**src/rtl/ysyx_22041461_opfetch.sv**
```systemverilog
// Operand-fetch stage: drives register-file reads, tracks in-flight destinations in a
// 32-entry busy scoreboard, bypasses same-cycle writeback and holds one issued instruction.
module ysyx_22041461_opfetch #(
    parameter int XLEN  = 64,
    parameter int CNT_W = 32
) (
    input  logic             clk,
    input  logic             rst,
    input  logic             in_valid,
    output logic             in_ready,
    input  logic [XLEN-1:0]  in_pc,
    input  logic [4:0]       in_rs1,
    input  logic [4:0]       in_rs2,
    input  logic [4:0]       in_rd,
    input  logic             in_use_rs1,
    input  logic             in_use_rs2,
    input  logic             in_rd_wen,
    output logic [4:0]       rf_rs1,
    output logic [4:0]       rf_rs2,
    input  logic [XLEN-1:0]  rf_rs1_data,
    input  logic [XLEN-1:0]  rf_rs2_data,
    input  logic             wb_valid,
    input  logic [4:0]       wb_rd,
    input  logic [XLEN-1:0]  wb_data,
    input  logic             flush,
    output logic             out_valid,
    input  logic             out_ready,
    output logic [XLEN-1:0]  out_pc,
    output logic [XLEN-1:0]  out_rs1_data,
    output logic [XLEN-1:0]  out_rs2_data,
    output logic [4:0]       out_rd,
    output logic             out_rd_wen,
    output logic [CNT_W-1:0] stall_cnt
);

    logic [31:0]      busy_q, busy_d;
    logic             out_valid_q, out_valid_d;
    logic [XLEN-1:0]  out_pc_q, out_pc_d;
    logic [XLEN-1:0]  out_rs1_q, out_rs1_d;
    logic [XLEN-1:0]  out_rs2_q, out_rs2_d;
    logic [4:0]       out_rd_q, out_rd_d;
    logic             out_rd_wen_q, out_rd_wen_d;
    logic [CNT_W-1:0] stall_q, stall_d;

    logic             wbHit1, wbHit2;
    logic             hazard1, hazard2;
    logic             issue;
    logic [XLEN-1:0]  rs1Value, rs2Value;

    assign rf_rs1 = in_rs1;
    assign rf_rs2 = in_rs2;

    assign wbHit1  = wb_valid && (wb_rd == in_rs1);
    assign wbHit2  = wb_valid && (wb_rd == in_rs2);
    assign hazard1 = in_use_rs1 && (in_rs1 != 5'd0) && busy_q[in_rs1] && !wbHit1;
    assign hazard2 = in_use_rs2 && (in_rs2 != 5'd0) && busy_q[in_rs2] && !wbHit2;

    // out_ready gates acceptance only; held data never depends on it combinationally.
    assign in_ready = !flush && !hazard1 && !hazard2 && (!out_valid_q || out_ready);
    assign issue    = in_valid && in_ready;

    assign rs1Value = (in_rs1 == 5'd0) ? '0 : (wbHit1 ? wb_data : rf_rs1_data);
    assign rs2Value = (in_rs2 == 5'd0) ? '0 : (wbHit2 ? wb_data : rf_rs2_data);

    always_comb begin
        busy_d       = busy_q;
        out_valid_d  = out_valid_q;
        out_pc_d     = out_pc_q;
        out_rs1_d    = out_rs1_q;
        out_rs2_d    = out_rs2_q;
        out_rd_d     = out_rd_q;
        out_rd_wen_d = out_rd_wen_q;
        stall_d      = stall_q;

        // Clear first so that a same-index set in this cycle wins.
        if (wb_valid) begin
            busy_d[wb_rd] = 1'b0;
        end
        if (issue && in_rd_wen && (in_rd != 5'd0)) begin
            busy_d[in_rd] = 1'b1;
        end
        busy_d[0] = 1'b0;

        if (issue) begin
            out_valid_d  = 1'b1;
            out_pc_d     = in_pc;
            out_rs1_d    = rs1Value;
            out_rs2_d    = rs2Value;
            out_rd_d     = in_rd;
            out_rd_wen_d = in_rd_wen;
        end else if (out_valid_q && out_ready) begin
            out_valid_d = 1'b0;
        end

        if (flush) begin
            busy_d      = '0;
            out_valid_d = 1'b0;
        end

        if (in_valid && !flush && (hazard1 || hazard2) && (stall_q != '1)) begin
            stall_d = stall_q + {{(CNT_W-1){1'b0}}, 1'b1};
        end
    end

    always_ff @(posedge clk or negedge rst) begin
        if (!rst) begin
            busy_q       <= '0;
            out_valid_q  <= 1'b0;
            out_pc_q     <= '0;
            out_rs1_q    <= '0;
            out_rs2_q    <= '0;
            out_rd_q     <= '0;
            out_rd_wen_q <= 1'b0;
            stall_q      <= '0;
        end else begin
            busy_q       <= busy_d;
            out_valid_q  <= out_valid_d;
            out_pc_q     <= out_pc_d;
            out_rs1_q    <= out_rs1_d;
            out_rs2_q    <= out_rs2_d;
            out_rd_q     <= out_rd_d;
            out_rd_wen_q <= out_rd_wen_d;
            stall_q      <= stall_d;
        end
    end

    assign out_valid    = out_valid_q;
    assign out_pc       = out_pc_q;
    assign out_rs1_data = out_rs1_q;
    assign out_rs2_data = out_rs2_q;
    assign out_rd       = out_rd_q;
    assign out_rd_wen   = out_rd_wen_q;
    assign stall_cnt    = stall_q;

endmodule

```
**config.mk**
```make
export PLATFORM = sky130hd
export DESIGN_NAME = ysyx_22041461_opfetch
export DESIGN_NICKNAME = d
export VERILOG_FILES = /design/src/rtl/ysyx_22041461_opfetch.sv
export SDC_FILE = /design/constraint.sdc
export NUM_CORES = 1
export LEC_CHECK = 0
export ABC_AREA = 1
export CORE_AREA = 3 3 205 207
export CTS_CLUSTER_SIZE = 25
export DETAILED_ROUTE_END_ITERATION = 7
export DIE_AREA = 0 0 208 210
export PLACE_DENSITY_LB_ADDON = 0.25
export SLEW_MARGIN = 20
export SYNTH_ARGS = -nofsm -noshare
export SYNTH_HDL_FRONTEND = slang
export SYNTH_SLANG_ARGS = --single-unit
```
**constraint.sdc**
```tcl
create_clock -name clk -period 2.4 [get_ports clk]
set_input_delay 0.24 -clock clk [delete_from_list [all_inputs] [get_ports clk]]
set_output_delay 0.24 -clock clk [all_outputs]
set_load 0.01 [all_outputs]
```
# Word-level counts from Yosys, hierarchy flattened

Index checks and enable logic that the tools add are counted.

Bits in registers: 263
Word-level logic and storage cells: 73
Bits of input ports: 285
Output and inout bits: 242

Reduce and logical (&&, ||, !) cells: 34
Order comparisons: 6
Eq/ne operators: 3
Bitwise logic cells: 3
Muxes and demuxes: 18
Add/subtract/negate cells: 1

Operator list:

| cell                                                                  | count |
|---|---|
| 64-bit two-way mux                                                    | 4 |
| 32-bit two-way mux                                                    | 3 |
| 32-bit by 1-bit adder with 32-bit output, second input constant       | 1 |
| 32-bit AND                                                            | 1 |
| 32-bit inequality test, second input constant                         | 1 |
| 32-bit NOT                                                            | 1 |
| 32-bit bitwise OR                                                     | 1 |
| 5-bit by 6-bit < comparator with 1-bit output, second input constant  | 4 |
| 1-bit logical AND                                                     | 20 |
| 5-bit nonzero test                                                    | 3 |
| 1-bit binary-select mux with 5-bit select                             | 2 |
| 1-bit demux with 5-bit select                                         | 2 |
| 5-bit == test                                                         | 2 |
| 5-bit by 1-bit >= comparator with 1-bit output, second input constant | 2 |
| 5-bit zero test                                                       | 2 |
| 1-bit two-way mux                                                     | 7 |
| 1-bit zero test                                                       | 6 |
| 3-bit nonzero test                                                    | 1 |
| 1-bit logical OR                                                      | 2 |

# Logic depth before layout (Yosys ltp)

Gate-level depths: netlist (run 1).

Depth after elaboration: 13
Depth in mapped cells: 17
Gate-level depth less buffers: 17

# Worst setup path after synthesis (run 1)

Ideal clock, no wire load.

Path type: reg-to-reg
From: register stall_q[1] (netlist: stall_cnt[1])
To: register stall_q[7] (netlist: stall_cnt[7])
Library setup time: 129 ps
Data required time: 2271 ps
Stages on the path, launching flop included: 13
Setup slack: 313 ps
Path buffers: 1
Data arrival time: 1958 ps
Period minus slack after synthesis: 2087 ps
Cells stage by stage: dfrtp_1 > ha_1 > nand3_1 > inv_1 > nand2_1 > nor2_1 > nand3_1 > nor3_1 > a31oi_1 > nand2_2 > buf_2 > nor2_1 > xor2_1

Cells in the longest elaborated chain, start to end: 2
Elaborated cells on any way between the ends: 3
Those cells by class: 1 x add/sub; 1 x eq/ne; 1 x reduce/logical

Ends and longest elaborated chain:

| what                                                                                             | line | text |
|---|---|---|
| start, declared                                                                                  | 43   | `logic [CNT_W-1:0] stall_q, stall_d;` |
| start signal, assigned                                                                           | 123  | `stall_q <= stall_d;` |
| parallel branches: the longest is 2 deep, another holds 32-bit by 1-bit adder with 32-bit output | --   |  |

Several ways; the timed one is not identified.
A chain may end at the register's enable or synchronous reset.

# Worst setup path after layout (run 1)

From: input in_rs2[3]
To: output in_ready

Cells in the longest elaborated chain, start to end: 7
Elaborated cells on any way between the ends: 12
Those cells by class: 1 x eq/ne; 2 x mux; 9 x reduce/logical

Ends and longest elaborated chain:

| what                                                              | line | text |
|---|---|---|
| start, declared                                                   | 13   | `input logic [4:0] in_rs2,` |
| 1-bit binary-select mux with 5-bit select (tied with other cells) | 56   | `assign hazard2 = in_use_rs2 && (in_rs2 != 5'd0) && busy_q[in_rs2] && !wbHit2;` |
| 1-bit two-way mux (not written as such) (tied with other cells)   | 56   |  |
| 1-bit logical AND / 1-bit zero test (equally long branches)       | 56   |  |
| 1-bit logical AND *                                               | 56   |  |
| 1-bit zero test *                                                 | 59   | `assign in_ready = !flush && !hazard1 && !hazard2 && (!out_valid_q \|\| out_ready);` |
| 1-bit logical AND * (2 in series)                                 | 59   |  |
| end, declared                                                     | 10   | `output logic in_ready,` |

Mark *: on every way between the ends. The rest lies on a longest branch, timed or not. The select of a mux whose other input is x is not followed.

==> results of run 1 <==
-- flip-flops by register name (all words and copies together), names as in the netlist --
register,count
busy_q,31
out_pc,64
out_rd,5
out_rd_wen,1
out_rs1_data,64
out_rs2_data,64
out_valid,1
stall_cnt,32
-- Yosys cell counts --
library cell / number
a21boi_1: 1
a21oi_1: 39
a31oi_1: 129
buf_1: 3
buf_2: 40
buf_4: 14
buf_6: 10
clkbuf_1: 63
dfrtp_1: 262
ha_1: 1
inv_1: 57
inv_2: 9
nand2_1: 397
nand2_2: 1
nand3_1: 302
nand4_1: 40
nor2_1: 189
nor3_1: 20
nor4_1: 8
o211ai_1: 6
o21ai_0: 47
o21ai_1: 2
xnor2_1: 9
xor2_1: 21
-- worst min-delay path: stages --
cell and delay (ns):
clkdlybuf4s50_1 0.39, nand2_1 0.06, nand2_1 0.04
-- power breakdown --
| part | internal, mW | switching [mW] | total, mW |
|---|---|---|---|
| combinational | 2.48 | 2.07 | 4.55 |
| clock | 2.62 | 1.95 | 4.57 |
| sequential | 5.26 | 0.547 | 5.81 |
-- metal layers --
metal / track usage (%) / vias up
met4: 5.46 / 2
met1: 30.8 / 6774
met3: 5.60 / 59
met5: 0 / -
met2: 40.8 / 538
li1: - / 6726
-- stage by stage --
step           setup WS, ns  instance area, µm²  instances  hold slack (ns)  total power [mW]
3_3_place_gp         -0.409               19500       2699            0.273              10.4
4_1_cts              0.0177               20500       2755            0.163              15.1
6_report              0.241               20500       2757            0.200              14.9
5_1_grt             0.00650               20500       2757            0.201              15.7
3_5_place_dp         -0.460               19500       2699            0.278              10.4
2_1_floorplan         0.313               13200       1670          -0.0556              7.39
-- cell families after synthesis --
group           synth area share (%)
simple gates                    31.3
flops                           49.8
compound gates                  9.88
fa+ha+maj                     0.0950
xor+xnor                        2.00
buf+inv                         6.94
-- worst max path at each step --
stage	to	slack (ns)	cells after the start	start
after detailed placement	out_rs1_data[44]	-0.46	15	in_rs2[0]
after global placement	out_rs1_data[52]	-0.41	15	in_rs2[0]
final	in_ready	0.24	12	in_rs2[3]
after global routing	stall_cnt[29]	0.007	12	stall_cnt[1]
after CTS	in_ready	0.02	12	busy_q[23]
after floorplan	stall_cnt[7]	0.31	12	stall_cnt[1]
-- area by class of cell --
class / instances / area, µm² / area share [%]
Antenna cell: 2 / 5.00 / 0.0244
Clock buffer: 39 / 856 / 4.17
Clock inverter: 16 / 120 / 0.585
Inverter: 66 / 248 / 1.21
Multi-Input combinational cell: 1212 / 5780 / 28.2
Sequential cell: 262 / 6560 / 32.0
Tap cell: 532 / 666 / 3.24
Timing Repair Buffer: 628 / 6290 / 30.6
-- timing repair --
action | CTS | global route
hold endpoints to repair | 60 | 0
buffers inserted | 0 | 0
setup endpoints to repair | 1 | 33
gates cloned | 0 | 0
gates resized for setup | 6 | 11
hold buffers | 1 | 0
==> metrics.cfg, run 1 <==
[global_routing]
grt_max_degree=118
antenna_found_initial=3
gr-total-overflow=0
grt_pass1_vias=14100
grt_pass1_wl_um=83200
globalRouteTotalUtil_pct=23.8

[setup_path]
crit_type=in -> out
path_buf_inv=4
cpPeakStageDelay_ns=0.60
r2r_slack_ns=0.31
crit_chain=clkdlybuf4s50_1 -> inv_1 -> nand2_1 -> o21ai_1 -> nor2_1 -> nand3_2 -> nand2_1 -> nor2_1 -> nand3_1 -> nand3_4 -> inv_1 -> buf_2
cp-end-kind=output port
start_kind=input port
critPathTopFamily=buffers and inverters
cp_data_required_time_ns=2.16
rr_worst_depth=12
critPathArrivalTime_ns=1.92
critPathSlowestCell=clkdlybuf4s50_1
worstReg2RegEnd=stall_cnt[7]
crit_fanout=5
reg2reg_from=stall_cnt[1]

[floorplan]
fp-row-count=74
die_area_mm2=0.0437
die_w_um=208
core_area_mm2=0.0406
initial_core_util_pct=32.5
die_h_um=210
io_pins=527

[drt]
drt_iter0_markers=904
wl_met1_um=22100
drtPass1Iterations=5
wl_per_cell_um=19.6
wl_met3_um=4280
wl_met2_um=26600
drc=0
finalWirelength_um=54100
vias_per_cell=5.11
vias=14100
dr.max_layer_used=met5
ant_nets=0

[synthesis]
ys_types=24
seq_area_frac_synth_pct=49.8
synth_top_area_share_pct=49.8
synth_area_per_cell_um2=7.88
syn-num-nets=1956
netlist_instances=1670
ys_ff_latch=262
yosysWarnings=0
synth_top_area_cell=dfrtp_1
synth_area_leaders=dfrtp_1 (50%), nand3_1 (11%), nand2_1 (11%)
synth_area_mm2=0.0132

[timing]
maxSlewViolCount=0
layout_min_cycle_time_ns=2.16
fmax_mhz=463
setup_viol=0
tightest_slew_ns=0.823
rsz0062_at_grt=false
finalSetupTns_ns=0
fin_crit_sh_pct=89.9
timing.slew.headroom_pct=45.1
finalHoldViolations=0
finClkSkew_ns=0.0228

[finish]
nets=2486
synthToLayoutAreaGrowth_pct=55.9
final_util_pct=50.6
layout_commonest_cell=clkdlybuf4s50_1
fill_cells=3935
final_cell_mix=clkdlybuf4s50_1 (521), nand2_1 (397), nand3_1 (294), dfrtp_1 (262), nor2_1 (185)
drive_gt1_share_pct=8.10

[hold_path]
hp-class=in -> reg
holdPathStages=3
min_to=out_pc[26]
hp-start=in_pc[26]

[clock_tree]
numCtsBuffers=30
clkTransAtPathRegs_ns=0.07
clk_latency_ns=0.57
clk_path_buf_depth=3
clock-root-buffer=clkbuf_16
htreeDepth=1
numClockSinks=262
cts_tree=yes

[power]
peakVddDrop_mv=0.578
p_leak_nw=8.88
pwr_density_cell_mw_per_mm2=728

[run_status]
outcome=finished clean

[placed_design]
place_hpwl_um=40900
place.port_buffers=526
gp_congestion=0.940

[job]
maxCapViolations=0

No activity file was read; power rests on OpenSTA's default activity.
==> inputs of run 2 (changes only) <==
--- a/config.mk
+++ b/config.mk
@@ -6,6 +6,7 @@
 export NUM_CORES = 1
 export LEC_CHECK = 0
 export ABC_AREA = 1
+export ABC_CLOCK_PERIOD_IN_PS = 2400
 export CORE_AREA = 3 3 205 207
 export CTS_CLUSTER_SIZE = 25
 export DETAILED_ROUTE_END_ITERATION = 7
==> results of run 2 <==
The final DEF is identical to that of run 1; final timing and power are the same.
==> edit 1: new RTL, config.mk and constraints of run 2 <==
The parameter `CNT_W` goes from 32 to 36.
--- a/src/rtl/ysyx_22041461_opfetch.sv
+++ b/src/rtl/ysyx_22041461_opfetch.sv
@@ -2,7 +2,7 @@
 // 32-entry busy scoreboard, bypasses same-cycle writeback and holds one issued instruction.
 module ysyx_22041461_opfetch #(
     parameter int XLEN  = 64,
-    parameter int CNT_W = 32
+    parameter int CNT_W = 36
 ) (
     input  logic             clk,
     input  logic             rst,
Ports: changed (resized stall_cnt); port bits go from 527 to 531. The function was not compared with the original's and may differ.
==> edit 1 against run 2 <==
  * Area after synthesis increased by 1.9%
  * Wire length rose by 4.4%
  * Sequential cell count up 4
  * Synthesized cell count increased by 1.3%
  * Worst setup slack worse by 53 ps
  * Global-route usage increased by 0.85 points
  * Cell area grew 2.8%
  * Utilization rose by 1.4 points
  * Fmax shrank 2.4%
  * Via count is 2.4% higher
  * Combinational power increased by 3%
  * Final cell count up 2.0%
  * Power up 5.5%
  * Critical endpoint unchanged
  * Largest power group unchanged
==> edit 1: results (changes against run 2) <==
wirelength, routed=56,500 um (was 54,100 um); DR top layer=met5 (unchanged); status=complete, no violations (unchanged); wire length on met3=4580 um (was 4280 um); Area after DPL=19,900 um2 (was 19,500 um2); syn_nets=1,978 (was 1,956); largest net degree at the start of global routing=128 (was 118); WP data arrival=1970 ps (was 1920 ps); dpl hpwl=42,900 um (was 40,900 um); Syn Inst Count=1,692 (was 1,670); post-route setup slack=188 ps (was 241 ps); leak pwr=9.13 nW (was 8.88 nW); antenna violations before repair=5 (was 3); grt met3 use=6.65% (was 5.60%); drt first pass iters=5 (unchanged); final core utilization=52.0% (was 50.6%); Post-synth ARST share=100% (unchanged); Setup WS pre-CTS=-437 ps (was -460 ps); clock buffer count from CTS=31 (was 30); M1 GR Usage=31.3% (was 30.8%); M1 wire length=23,100 um (was 22,100 um); Cells after DPL=2,751 (was 2,699); worst hold path class=primary input to flop (unchanged); Max VDD drop=0.562 mV (was 0.578 mV); fillers=3,927 (was 3,935); Port Buffer Count=530 (was 526); CP top delay family=simple AND/OR/NAND/NOR gates (was buffers and inverters); Global Route met2 Usage=41.1% (was 40.8%); largest cells by area after synthesis=dfrtp_1 (50%), nand3_1 (11%), nand2_1 (10%) (was dfrtp_1 (50%), nand3_1 (11%), nand2_1 (11%)); routability cong.=0.922 (was 0.940); Worst path slowest cell=dfrtp_1 (was clkdlybuf4s50_1); Worst Clk Skew=8.10 ps (was 22.8 ps); via count=14.4k (was 14.1k); met2 routed WL=26,900 um (was 26,600 um); slowest stage delay, CP=400 ps (was 600 ps); top cells by count, synth=nand2_1 (375), nand3_1 (305), dfrtp_1 (266) (was nand2_1 (397), nand3_1 (302), dfrtp_1 (262)); layout cells sized above 1=9.05% (was 8.10%); post-synthesis sequential area ratio=49.6% (was 49.8%); H-tree Lvls=1 (unchanged); gr usage total=24.7% (was 23.8%); first-pass GRT wire length=85,300 um (was 83,200 um); CP Max Fanout=2 (was 5); fin nets=2,539 (was 2,486); Unique masters post-synth=28 (was 24); Slew @ Worst Pin=669 ps (was 823 ps); WL/cell=20.1 um (was 19.6 um); initial drt markers=923 (was 904)
edit 1: area by class of cell:
class                      instances  area share [%]
tap                              532            3.16
antenna                            3          0.0356
sequential                       266            31.6
clock buffer                      38            4.04
multi-input combinational       1219            27.8
clock inverter                    19            1.21
inverter                          77            1.37
timing repair buffer             658            30.8
edit 1: final timing paths:
check                               from             to  slack (ps)  cells after the start
max                            busy_q[4]       in_ready         190                     12
min                            in_pc[19]     out_pc[19]         190                      3
max reg2reg                stall_cnt[28]  stall_cnt[34]         200                     12
min reg2reg                    out_pc[2]      out_pc[2]         470                      2
max in group asynchronous            rst      busy_q[5]        1460                      3
min in group asynchronous            rst  stall_cnt[19]         220                      2
edit 1: cell families (layout without fill, tap and decap cells):
group	count (synthesis)	count (layout)	share of synthesized area, %
adders and majority gates	1	1	0.0933
other	0	3	0
xor gates and xnor gates	33	33	2.16
and+or+nand+nor	960	960	31.2
buffers and inverters	207	792	7.16
DFF	266	266	49.6
AOI/OAI and AO/OA	225	225	9.72
edit 1: worst reg2reg max path: cells and delay by family, from the launching register on:
family / cells / cell delay, ps
simple gates: 7 / 1070
compound gates: 1 / 80
flops: 1 / 370
buf+inv: 4 / 570
edit 1: power by group:
group / internal, mW / switching [mW] / total (mW)
Clock: 3.15 / 2.01 / 5.16
Combinational: 2.56 / 2.14 / 4.70
Sequential: 5.34 / 0.550 / 5.89
Total: 11.0 / 4.70 / 15.7
edit 1: what timing repair did:
action	4_1_cts	5_1_grt
endpoints found under the hold margin	57	0
hold buffers	1	0
setup endpoints to repair	10	17
resized for setup	4	7
==> edit 2: new RTL, config.mk and constraints of run 2 <==
Without the edit above. `out_rs1_q` no longer has a reset.
--- a/src/rtl/ysyx_22041461_opfetch.sv
+++ b/src/rtl/ysyx_22041461_opfetch.sv
@@ -107,7 +107,6 @@
             busy_q       <= '0;
             out_valid_q  <= 1'b0;
             out_pc_q     <= '0;
-            out_rs1_q    <= '0;
             out_rs2_q    <= '0;
             out_rd_q     <= '0;
             out_rd_wen_q <= 1'b0;
@@ -116,12 +115,15 @@
             busy_q       <= busy_d;
             out_valid_q  <= out_valid_d;
             out_pc_q     <= out_pc_d;
-            out_rs1_q    <= out_rs1_d;
             out_rs2_q    <= out_rs2_d;
             out_rd_q     <= out_rd_d;
             out_rd_wen_q <= out_rd_wen_d;
             stall_q      <= stall_d;
         end
+    end
+
+    always_ff @(posedge clk) begin
+        out_rs1_q <= out_rs1_d;
     end
 
     assign out_valid    = out_valid_q;
Formal check against the unedited RTL: not equivalent (a bounded check fails within 4 cycles, from zero or initial values and one cycle with rst low).
==> edit 2 against run 2 <==
  * Worst setup slack lost 59 ps
  * Count of clock-buffer cells in the layout is 5 higher
  * Global-route usage is 1.4 points lower
  * Critical path type unchanged
  * Highest routed layer is now met4
  * Wire length down 5.4%
  * Area after synthesis is 2.8% lower
  * Cell area down 0.67%
  * Sequential cell count stayed put
  * Final cell count fell by 3.6%
  * Sequential share of layout area rose by 1.8 points
  * Power shrank 5.8%
==> edit 2: results (changes against run 2) <==
post-synthesis compound-gate area fraction=11.8% (was 9.88%); dpl hpwl=38,500 um (was 40,900 um); WL/cell=19.2 um (was 19.6 um); fin nets=2,374 (was 2,486); CP Max Fanout=12 (was 5); Hold WS=206 ps (was 200 ps); gr usage total=22.4% (was 23.8%); leak pwr=8.76 nW (was 8.88 nW); FMAX=0.451 GHz (was 0.463 GHz); post-synthesis sequential area ratio=53.7% (was 49.8%); Seq pwr share=39.8% (was 38.9%); largest cells by area after synthesis=dfrtp_1 (39%), edfxtp_1 (15%), nand2_1 (10%) (was dfrtp_1 (50%), nand3_1 (11%), nand2_1 (11%)); vias in the first global route=13.2k (was 14.1k); status=complete, no violations (unchanged); EDFF count, synth=64 (was 0); routability cong.=0.892 (was 0.940); Slew @ Worst Pin=702 ps (was 823 ps); adder-cell share of the synthesized area=0.0978% (was 0.0951%); Unique masters post-synth=30 (was 24); Syn Area/Cell=8.33 um2 (was 7.88 um2); largest net degree at the start of global routing=129 (was 118); P_int=10.1 mW (was 10.4 mW); comb pwr=3.71 mW (was 4.55 mW); cts repair resizes=2 (was 6); Area after DPL=19,300 um2 (was 19,500 um2); antenna violations before repair=13 (was 3)
-- edit 2: changes by cell type after synthesis, moves of 8 or more --
cell | run 2 | this run
inv_1 | 57 | 127
clkbuf_1 | 63 | 53
buf_2 | 40 | 28
a31oi_1 | 129 | 64
nand2_1 | 397 | 344
nand3_1 | 302 | 199
edfxtp_1 | 0 | 64
a21oi_1 | 39 | 101
xor2_1 | 21 | 12
o21ai_0 | 47 | 106
xnor2_1 | 9 | 17
dfrtp_1 | 262 | 198
nor2_1 | 189 | 110
-- edit 2: final timing paths --
| check | startpoint | end | depth (start not counted) |
|---|---|---|---|
| worst max-delay path | in_rs1[0] | in_ready | 13 |
| worst min-delay path | in_pc[21] | out_pc[21] | 3 |
| worst max register to register | stall_cnt[1] | stall_cnt[28] | 11 |
| worst min register to register | out_pc[0] | out_pc[0] | 2 |
| max in group asynchronous | rst | stall_cnt[2] | 3 |
| min in group asynchronous | rst | out_pc[10] | 2 |
-- edit 2: cell families (layout without fill, tap and decap cells) --
family	Yosys count	count (layout)
AO/OA/AOI/OAI	283	283
AND/OR/NAND/NOR	718	718
XOR/XNOR	29	29
adder cells (fa/ha/maj)	1	1
other	0	13
flip-flops	262	262
buffers and inverters	244	819
-- edit 2: final cells by class --
class                      count  area (um2)  share of cell area, %
inverter                     137         517                   2.54
antenna                       13        32.5                  0.160
clock inverter                12         121                  0.596
timing repair buffer         626        6320                   31.0
tap                          532         666                   3.27
sequential                   262        6880                   33.8
multi-input combinational   1031        4930                   24.2
clock buffer                  44         917                   4.50
-- edit 2: layer usage --
metal	up-vias	share of wire (%)	GRT usage [%]
li1	6285	-	-
met1	6239	38	27.2
met2	525	50	38.1
met3	93	8.0	6.03
met4	0	3.6	9.23
met5	-	0	0
